[src/rtl/load_store_unit_if.sv]
// Bus bundle between the core memory stage, the load/store unit and the data memory.
//   slave  : load_store_unit view (takes requests, drives the memory port)
//   master : environment view (core side issues requests, memory returns read data)
// Request : req_valid/req_ready handshake, req_we, funct3, addr, wdata
// Response: rsp_valid pulse with rdata and misalign
// Memory  : mem_add (word index), mem_data_in, mem_wen, mem_data_out (combinational read)
interface load_store_unit_if #(
    parameter int unsigned WIDTH = 32
);
    logic             req_valid;
    logic             req_ready;
    logic             req_we;
    logic [2:0]       funct3;
    logic [WIDTH-1:0] addr;
    logic [WIDTH-1:0] wdata;
    logic             rsp_valid;
    logic [WIDTH-1:0] rdata;
    logic             misalign;
    logic [WIDTH-1:0] mem_add;
    logic [WIDTH-1:0] mem_data_in;
    logic             mem_wen;
    logic [WIDTH-1:0] mem_data_out;

    modport slave (
        input  req_valid, req_we, funct3, addr, wdata, mem_data_out,
        output req_ready, rsp_valid, rdata, misalign, mem_add, mem_data_in, mem_wen
    );

    modport master (
        output req_valid, req_we, funct3, addr, wdata, mem_data_out,
        input  req_ready, rsp_valid, rdata, misalign, mem_add, mem_data_in, mem_wen
    );
endinterface

[src/rtl/load_store_unit.sv]
// Word-to-byte bridge between the core memory stage and a word-only data memory.
// Handles one RV32I load/store at a time: lane select and extension on loads,
// read-modify-write for byte/halfword stores, and fault detection before any
// memory access.
//   clk : rising-edge clock
//   rst : asynchronous active-high reset
//   bus : load_store_unit_if.slave (request, response and memory port)
module load_store_unit #(
    parameter int unsigned WIDTH = 32
) (
    input logic               clk,
    input logic               rst,
    load_store_unit_if.slave  bus
);
    localparam logic [2:0] F3B  = 3'b000;
    localparam logic [2:0] F3H  = 3'b001;
    localparam logic [2:0] F3W  = 3'b010;
    localparam logic [2:0] F3BU = 3'b100;
    localparam logic [2:0] F3HU = 3'b101;

    typedef enum logic [2:0] {StIdle, StLoad, StRmw, StWrite, StResp} state_e;

    state_e           state_q, state_d;
    logic [WIDTH-1:0] addr_q, addr_d;
    logic [2:0]       funct3_q, funct3_d;
    logic [WIDTH-1:0] wdata_q, wdata_d;
    logic [WIDTH-1:0] merge_q, merge_d;
    logic [WIDTH-1:0] rdata_q, rdata_d;
    logic             misalign_q, misalign_d;

    logic             fault;
    logic [7:0]       ld_byte;
    logic [15:0]      ld_half;
    logic [WIDTH-1:0] load_ext;
    logic [WIDTH-1:0] merged;

    // Fault decode on the live request; only meaningful at the accept edge.
    always_comb begin
        logic legal_f3;
        logic bad_align;
        if (bus.req_we) begin
            legal_f3 = (bus.funct3 == F3B) || (bus.funct3 == F3H) || (bus.funct3 == F3W);
        end else begin
            legal_f3 = (bus.funct3 == F3B) || (bus.funct3 == F3H) || (bus.funct3 == F3W) ||
                       (bus.funct3 == F3BU) || (bus.funct3 == F3HU);
        end
        // funct3[1:0] 01 covers H/HU, 10 covers W
        bad_align = ((bus.funct3[1:0] == 2'b01) && bus.addr[0]) ||
                    ((bus.funct3[1:0] == 2'b10) && (bus.addr[1:0] != 2'b00));
        fault = !legal_f3 || bad_align;
    end

    // Load lane selection and extension from the registered address.
    always_comb begin
        ld_byte = bus.mem_data_out[{addr_q[1:0], 3'b000} +: 8];
        ld_half = bus.mem_data_out[{addr_q[1], 4'b0000} +: 16];
        case (funct3_q)
            F3B:     load_ext = {{(WIDTH-8){ld_byte[7]}}, ld_byte};
            F3H:     load_ext = {{(WIDTH-16){ld_half[15]}}, ld_half};
            F3BU:    load_ext = {{(WIDTH-8){1'b0}}, ld_byte};
            F3HU:    load_ext = {{(WIDTH-16){1'b0}}, ld_half};
            default: load_ext = bus.mem_data_out;
        endcase
    end

    // Read-modify-write merge: replace only the target lane of the read word.
    always_comb begin
        merged = bus.mem_data_out;
        if (funct3_q[0]) begin
            merged[{addr_q[1], 4'b0000} +: 16] = wdata_q[15:0];
        end else begin
            merged[{addr_q[1:0], 3'b000} +: 8] = wdata_q[7:0];
        end
    end

    always_comb begin
        state_d    = state_q;
        addr_d     = addr_q;
        funct3_d   = funct3_q;
        wdata_d    = wdata_q;
        merge_d    = merge_q;
        rdata_d    = rdata_q;
        misalign_d = misalign_q;

        unique case (state_q)
            StIdle: begin
                if (bus.req_valid) begin
                    addr_d     = bus.addr;
                    funct3_d   = bus.funct3;
                    wdata_d    = bus.wdata;
                    rdata_d    = '0;
                    misalign_d = fault;
                    if (fault) begin
                        state_d = StResp;
                    end else if (!bus.req_we) begin
                        state_d = StLoad;
                    end else if (bus.funct3 == F3W) begin
                        state_d = StWrite;
                    end else begin
                        state_d = StRmw;
                    end
                end
            end
            StLoad: begin
                rdata_d = load_ext;
                state_d = StResp;
            end
            StRmw: begin
                merge_d = merged;
                state_d = StWrite;
            end
            StWrite: state_d = StResp;
            StResp:  state_d = StIdle;
            default: state_d = StIdle;
        endcase
    end

    always_ff @(posedge clk or posedge rst) begin
        if (rst) begin
            state_q    <= StIdle;
            addr_q     <= '0;
            funct3_q   <= '0;
            wdata_q    <= '0;
            merge_q    <= '0;
            rdata_q    <= '0;
            misalign_q <= 1'b0;
        end else begin
            state_q    <= state_d;
            addr_q     <= addr_d;
            funct3_q   <= funct3_d;
            wdata_q    <= wdata_d;
            merge_q    <= merge_d;
            rdata_q    <= rdata_d;
            misalign_q <= misalign_d;
        end
    end

    // Only a legal word store reaches WRITE with funct3 == W; SB/SH write the merge word.
    assign bus.req_ready   = (state_q == StIdle);
    assign bus.rsp_valid   = (state_q == StResp);
    assign bus.rdata       = rdata_q;
    assign bus.misalign    = misalign_q;
    assign bus.mem_add     = {2'b00, addr_q[WIDTH-1:2]};
    assign bus.mem_wen     = (state_q == StWrite);
    assign bus.mem_data_in = (funct3_q == F3W) ? wdata_q : merge_q;
endmodule

[src/flat_wrapper.sv]
// flat-port wrapper written by rule: the top's interface ports become plain ports
module load_store_unit_flat 
#(
    parameter int unsigned WIDTH = 32
)
  (clk, rst, bus_req_valid, bus_req_we, bus_funct3, bus_addr, bus_wdata, bus_mem_data_out, bus_req_ready, bus_rsp_valid, bus_rdata, bus_misalign, bus_mem_add, bus_mem_data_in, bus_mem_wen);
  load_store_unit_if #(.WIDTH(WIDTH)) bus_i ();
  input logic clk;
  input logic rst;
  input wire logic [$bits(bus_i.req_valid)-1:0] bus_req_valid;
  input wire logic [$bits(bus_i.req_we)-1:0] bus_req_we;
  input wire logic [$bits(bus_i.funct3)-1:0] bus_funct3;
  input wire logic [$bits(bus_i.addr)-1:0] bus_addr;
  input wire logic [$bits(bus_i.wdata)-1:0] bus_wdata;
  input wire logic [$bits(bus_i.mem_data_out)-1:0] bus_mem_data_out;
  output wire logic [$bits(bus_i.req_ready)-1:0] bus_req_ready;
  output wire logic [$bits(bus_i.rsp_valid)-1:0] bus_rsp_valid;
  output wire logic [$bits(bus_i.rdata)-1:0] bus_rdata;
  output wire logic [$bits(bus_i.misalign)-1:0] bus_misalign;
  output wire logic [$bits(bus_i.mem_add)-1:0] bus_mem_add;
  output wire logic [$bits(bus_i.mem_data_in)-1:0] bus_mem_data_in;
  output wire logic [$bits(bus_i.mem_wen)-1:0] bus_mem_wen;
  assign bus_i.req_valid = bus_req_valid;
  assign bus_i.req_we = bus_req_we;
  assign bus_i.funct3 = bus_funct3;
  assign bus_i.addr = bus_addr;
  assign bus_i.wdata = bus_wdata;
  assign bus_i.mem_data_out = bus_mem_data_out;
  assign bus_req_ready = bus_i.req_ready;
  assign bus_rsp_valid = bus_i.rsp_valid;
  assign bus_rdata = bus_i.rdata;
  assign bus_misalign = bus_i.misalign;
  assign bus_mem_add = bus_i.mem_add;
  assign bus_mem_data_in = bus_i.mem_data_in;
  assign bus_mem_wen = bus_i.mem_wen;
  load_store_unit #(.WIDTH(WIDTH)) u_core (.clk(clk), .rst(rst), .bus(bus_i));
endmodule
[config.mk]
export PLATFORM = sky130hd
export DESIGN_NAME = load_store_unit_flat
export DESIGN_NICKNAME = d
export VERILOG_FILES = /design/src/rtl/load_store_unit_if.sv /design/src/rtl/load_store_unit.sv /design/src/flat_wrapper.sv
export SDC_FILE = /design/constraint.sdc
export NUM_CORES = 1
export LEC_CHECK = 0
export BUFFER_PORTS_ARGS = -buffer_cell sky130_fd_sc_hd__buf_2
export CORE_MARGIN = 2
export CORE_UTILIZATION = 47
export DETAILED_ROUTE_END_ITERATION = 8
export GPL_TIMING_DRIVEN = 0
export PLACE_DENSITY = 0.81
export SYNTH_ARGS = -nofsm -noshare
export SYNTH_HDL_FRONTEND = slang
export SYNTH_SLANG_ARGS = --single-unit
[constraint.sdc]
create_clock -name clk -period 4.7 [get_ports clk]
set_clock_uncertainty 0.1 [all_clocks]
set_input_delay 0.94 -clock clk [delete_from_list [all_inputs] [get_ports clk]]
set_output_delay 0.94 -clock clk [all_outputs]
set_load 0.1 [all_outputs]
==> impl_metrics.csv, run 1 <==
group,metric,value,unit
outcome,status,"complete, no violations",
drt,drc,0,
grt,grt_pass1_wl,32.53,mm
worst_setup_path,crit_type,"reg2out",
floorplanning,initial_utilization,47.86,%
finish,final_nets,1049,
cts,cts.path.max_buffers,2,
sta,finalSetupViolCount,0,
synthesis,synthFlopType,"dfrtp_1",
worst_setup_path,path_cells,"clkbuf_1 -> and2_1 -> clkbuf_1 -> buf_1 -> mux2_2 -> buf_2",
cts,h-tree-depth,4,
drt,drt_iter0_drc,518,
synthesis,synth-edff-count,0,
min_path,hold_class,"reg2reg",
grt,antenna_found_initial,1,
synthesis,netlist_top_cells_count,"nand2_1, dfrtp_1, a221o_1, clkbuf_1",
grt,overflow,0,
flow_run,maxCapViolations,0,
synthesis,yosys.area.top_type,"dfrtp_1",
worst_setup_path,slowest_stage,"buf_1",
cts,cts.hold.buffers_added,0,
sta,period_minus_slack,3.894,ns
synthesis,synth_warnings,0,
finish,synthToLayoutAreaGrowth,26.58,%
grt,grt_pass1_vias,5986,
worst_setup_path,required,3.66,ns
floorplanning,rows,44,
floorplanning,die_x,125.4,um
synthesis,synth_top_area_share,48.75,%
floorplanning,die_area,0.01573,sq mm
cts,cts_tree,"yes",
placed_design,dp_cells,1106,
drt,wl,20.61,mm
synthesis,syn_inst,719,
worst_setup_path,cp_num_buf_inv,4,
drt,drt-vias-per-instance,5.544,
finish,drive_above_1_share,32.46,%
synthesis,postSynthRegisterBits,135,
worst_setup_path,ff2ff_path_depth,8,
floorplanning,core-area,0.01448,sq mm
sta,tightest_slew,1.065,ns
cts,cts_resized,0,
finish,finalNonFillerCells,1136,
finish,antenna_cells,0,
cts,cts_setup_buffers,0,
worst_setup_path,critPathTopFamily,"buffers and inverters",
placed_design,hpwlAfterDp,15.19,mm
floorplanning,io_pins,203,
worst_setup_path,crit_top_cell,"clkbuf_1",
cts,cts_sinks,135,
synthesis,ys_types,43,
floorplanning,dieHeight,125.4,um
cts,clkSlewWorstSetupHoldPaths,0.06,ns
grt,grtUsageTotal,26.48,%
sta,hold_viol,0,
synthesis,synth_area_per_cell,9.637,sq um
synthesis,synthArstFlopShare,100.0,%
sta,final-max-slew-violation-count,0,
sta,post-route-period-util,82.86,%
worst_setup_path,cp-start-kind,"register",
cts,root_buffer,"clkbuf_16",
worst_setup_path,slowest_delay,0.52,ns
placed_design,port_buffers,200,
sta,slew_headroom,28.35,%
worst_setup_path,path_max_fanout,10,
grt,grt_max_degree,83,
sta,grt_setup_unrepaired,"no",
drt,vias,6298,
drt,dr.pass1.iters,5,
synthesis,synth_area,0.006929,sq mm
min_path,hold_depth,1,
cts,clk_latency,0.42,ns
synthesis,yosysMostFrequentCell,"nand2_1",
placed_design,gp_congestion,0.9849,
worst_setup_path,crit_arrival,2.85,ns
cts,numCtsBuffers,17,
synthesis,seq_area_frac_synth,48.75,%
worst_setup_path,cp_num_cells,6,
worst_setup_path,cp-end-kind,"output pin",
drt,routed_wire_length_per_instance,18.14,um
synthesis,synth_area_leaders,"dfrtp_1, nand2_1, a221o_1, mux2_2, mux2i_1",
sta,timing.fmax,256.8,MHz
drt,ant_nets,0,
==> layout make-up <==
class	instances	area [sq um]
clock inverters	9	102.6
repair buffers	202	1033
well taps	184	230.2
inverters	18	72.57
fillers	1305	5708
multi-input cells	485	3042
flip-flops and latches	135	3378
plain buffers	82	451.7
clock buffers	21	460.4
==> metal layers <==
| metal | global-route usage, % | vias up | routed length, um |
|---|---|---|---|
| met5 | 0 | - | 0 |
| met4 | 10.59 | 0 | 750 |
| met3 | 6.889 | 53 | 1511 |
| met2 | 41.40 | 280 | 9586 |
| met1 | 35.34 | 3027 | 8761 |
| li1 | - | 2938 | - |
==> placed cells by master (no fill, tap or decap), types with 15 or more instances in the layout <==
cell type,Yosys,routed
buf_4,33,33
buf_2,4,205
mux2i_1,25,25
clkbuf_1,38,40
clkbuf_16,0,17
dfrtp_1,135,135
a22o_1,24,24
mux2_2,33,33
a21oi_1,29,29
o21ai_0,15,15
nand2_1,221,221
a221o_1,41,41
==> state kept, by name (all words and copies together) (netlist names) <==
| name | count |
|---|---|
| u_core.addr_q | 32 |
| u_core.merge_q | 32 |
| u_core.funct3_q | 3 |
| u_core.bus.misalign | 1 |
| u_core.state_q | 3 |
| u_core.wdata_q | 32 |
| u_core.bus.rdata | 32 |
==> per-stage QoR <==
| step | hold WS (ns) | setup slack, ns | util [%] | TNS [ns] | cell area, sq um |
|---|---|---|---|---|---|
| final | 0.3713 | 0.8056 | 60.58 | 0 | 8771 |
| after global placement | 0.3527 | -1.446 | 56.39 | -194.36 | 8164 |
| after floorplan | 0.3401 | 0.04889 | - | 0 | 6933 |
| after detailed placement | 0.3630 | 1.280 | 56.69 | 0 | 8208 |
| after global routing | 0.4002 | 0.7169 | 60.58 | 0 | 8771 |
| after CTS | 0.3751 | 0.8249 | 60.58 | 0 | 8771 |
==> cell families (layout without fill, tap and decap cells) <==
family / count (synthesis) / after routing / synth area share (%)
buffers and inverters: 100 / 332 / 7.494
other: 1 / 2 / 0.05412
DFF: 135 / 135 / 48.75
muxes: 65 / 65 / 10.27
adders and majority gates: 5 / 5 / 0.9029
AOI/OAI and AO/OA: 156 / 156 / 17.50
and+or+nand+nor: 257 / 257 / 15.02
==> final timing paths <==
check,startpoint,to,slack (ns)
min in group asynchronous,rst,u_core.bus.rdata[23],0.55
max reg2reg,u_core.addr_q[0],u_core.merge_q[21],1.76
min,u_core.bus.rdata[11],u_core.bus.rdata[11],0.37
min reg2reg,u_core.bus.rdata[11],u_core.bus.rdata[11],0.37
max in group asynchronous,rst,u_core.wdata_q[1],3.24
max,u_core.funct3_q[1],bus_mem_data_in[11],0.81
Power of run 1 is not shown: default switching activity piles up to over one toggle a cycle in this logic, so the estimate is an artifact.
==> run 2: changes to the inputs <==
Settings changed: CORE_UTILIZATION 47 to 52, PLACE_DENSITY 0.81 to 0.85.
Clock period 4.7 ns to 3.8 ns, I/O delays scaled along.
==> run 2 against run 1 <==
Compared with the run above: first-iteration DRC count grew 3.3%; register-to-register slack lost 0.91 ns; setup slack lost 0.74 ns; count of clock-buffer cells in the layout grew 3; routed wire length shrank 1.5%; global-route usage grew 2.7 points; final cell count shrank 0.44%; largest cell class unchanged; via count grew 1.7%; critical endpoint is now bus_mem_data_in[9]; sequential share of layout area shrank 0.22 points; non-clock buffer count grew 1; die area shrank 9.3%.
==> impl_metrics.csv, run 2 (synthesis gave the netlist of run 1 again) <==
group,metric,value,unit
drt,ant_nets,0,
floorplanning,dieHeight,119.4,um
sta,setup_tns,0,ns
floorplanning,rows,42,
floorplanning,core-area,0.01314,sq mm
finish,final_cell_mix,"nand2_1, buf_2, dfrtp_1",
outcome,status,"complete, no violations",
cts,cts_tree,"yes",
drt,routed_wire_length_per_instance,17.96,um
cts,cts_setup_buffers,0,
sta,hold_viol,0,
worst_setup_path,crit_type,"reg2out",
drt,wl,20.31,mm
floorplanning,die_x,119.4,um
grt,grtUsageTotal,29.14,%
placed_design,hpwlAfterDp,14.97,mm
drt,drc,0,
cts,cts_resized,0,
worst_setup_path,cp-end-kind,"output pin",
grt,grt_pass1_vias,6212,
drt,vias,6405,
worst_setup_path,required,2.94,ns
sta,post-route-period-util,98.39,%
sta,finalSetupViolCount,0,
sta,slew_headroom,15.64,%
floorplanning,die_area,0.01426,sq mm
cts,root_buffer,"clkbuf_16",
placed_design,pre_cts_ws,0.6084,ns
sta,final-max-slew-violation-count,0,
min_path,hold_class,"in2async",
grt,overflow,0,
finish,drive_above_1_share,32.46,%
floorplanning,io_pins,203,
grt,grt_pass1_wl,32.00,mm
cts,cts.path.max_buffers,2,
sta,timing.fmax,267.5,MHz
drt,drt-vias-per-instance,5.663,
cts,cts.hold.buffers_added,0,
grt,antenna_found_initial,0,
sta,period_minus_slack,3.739,ns
cts,h-tree-depth,4,
floorplanning,initial_utilization,52.74,%
cts,clk_latency,0.42,ns
grt,grt_max_degree,43,
drt,dr.pass1.iters,5,
worst_setup_path,path_max_fanout,10,
cts,numCtsBuffers,17,
worst_setup_path,crit_arrival,2.88,ns
flow_run,maxCapViolations,0,
sta,whs,0.2269,ns
finish,final_nets,1050,
cts,cts_sinks,135,
drt,drt_iter0_drc,535,
finish,layout_commonest_cell,"nand2_1",
placed_design,gp_congestion,0.9598,
worst_setup_path,cp-start-kind,"register",
placed_design,port_buffers,200,
finish,synthToLayoutAreaGrowth,27.32,%
sta,grt_setup_unrepaired,"no",
cts,clkSlewWorstSetupHoldPaths,0.06,ns
finish,antenna_cells,0,
sta,worst_slack,0.06124,ns
sta,tightest_slew,1.248,ns
[run 2: final timing paths]
path / start / endpoint / slack (ns) / cells past startpoint
max in group asynchronous: rst / u_core.addr_q[29] / 2.57 / 4
worst max-delay path: u_core.funct3_q[1] / bus_mem_data_in[9] / 0.06 / 6
worst min-delay path: rst / u_core.state_q[1] / 0.23 / 2
worst max register to register: u_core.addr_q[0] / u_core.merge_q[8] / 0.85 / 6
min in group clk: u_core.wdata_q[27] / u_core.wdata_q[27] / 0.37 / 2
worst min register to register: u_core.wdata_q[27] / u_core.wdata_q[27] / 0.37 / 2
[run 2: layout make-up]
class | count | area [sq um]
Inverter | 18 | 71.32
Sequential cell | 135 | 3378
Buffer | 82 | 451.7
Tap cell | 176 | 220.2
Timing Repair Buffer | 203 | 1061
Clock inverter | 8 | 121.4
Clock buffer | 24 | 471.7
Multi-Input combinational cell | 485 | 3047
Fill cell | 1072 | 4315
[run 2: stage by stage]
step | area [sq um] | instances | utilization [%]
2_1_floorplan | 6942 | 720 | -
3_3_place_gp | 8163 | 1096 | 62.13
3_5_place_dp | 8223 | 1099 | 62.59
4_1_cts | 8816 | 1131 | 67.10
5_1_grt | 8822 | 1131 | 67.15
6_report | 8822 | 1131 | 67.15
[run 2: critical path, cell delays in order, from the launching register on]
cell	delay, ns
dfrtp_1	0.33
clkbuf_1	0.32
and2_1	0.19
clkbuf_1	0.37
buf_1	0.51
mux2_2	0.43
buf_2	0.30
[run 2: routing by layer]
metal	wire length [um]	track usage [%]	vias to the layer above	part of all wire (%)
li1	-	-	2943	-
met1	8356	38.50	3027	41
met2	9178	44.61	359	45
met3	1861	6.944	76	9.2
met4	914	15.66	0	4.5
met5	0	0	-	0
Power of run 2 is left out for the same reason.
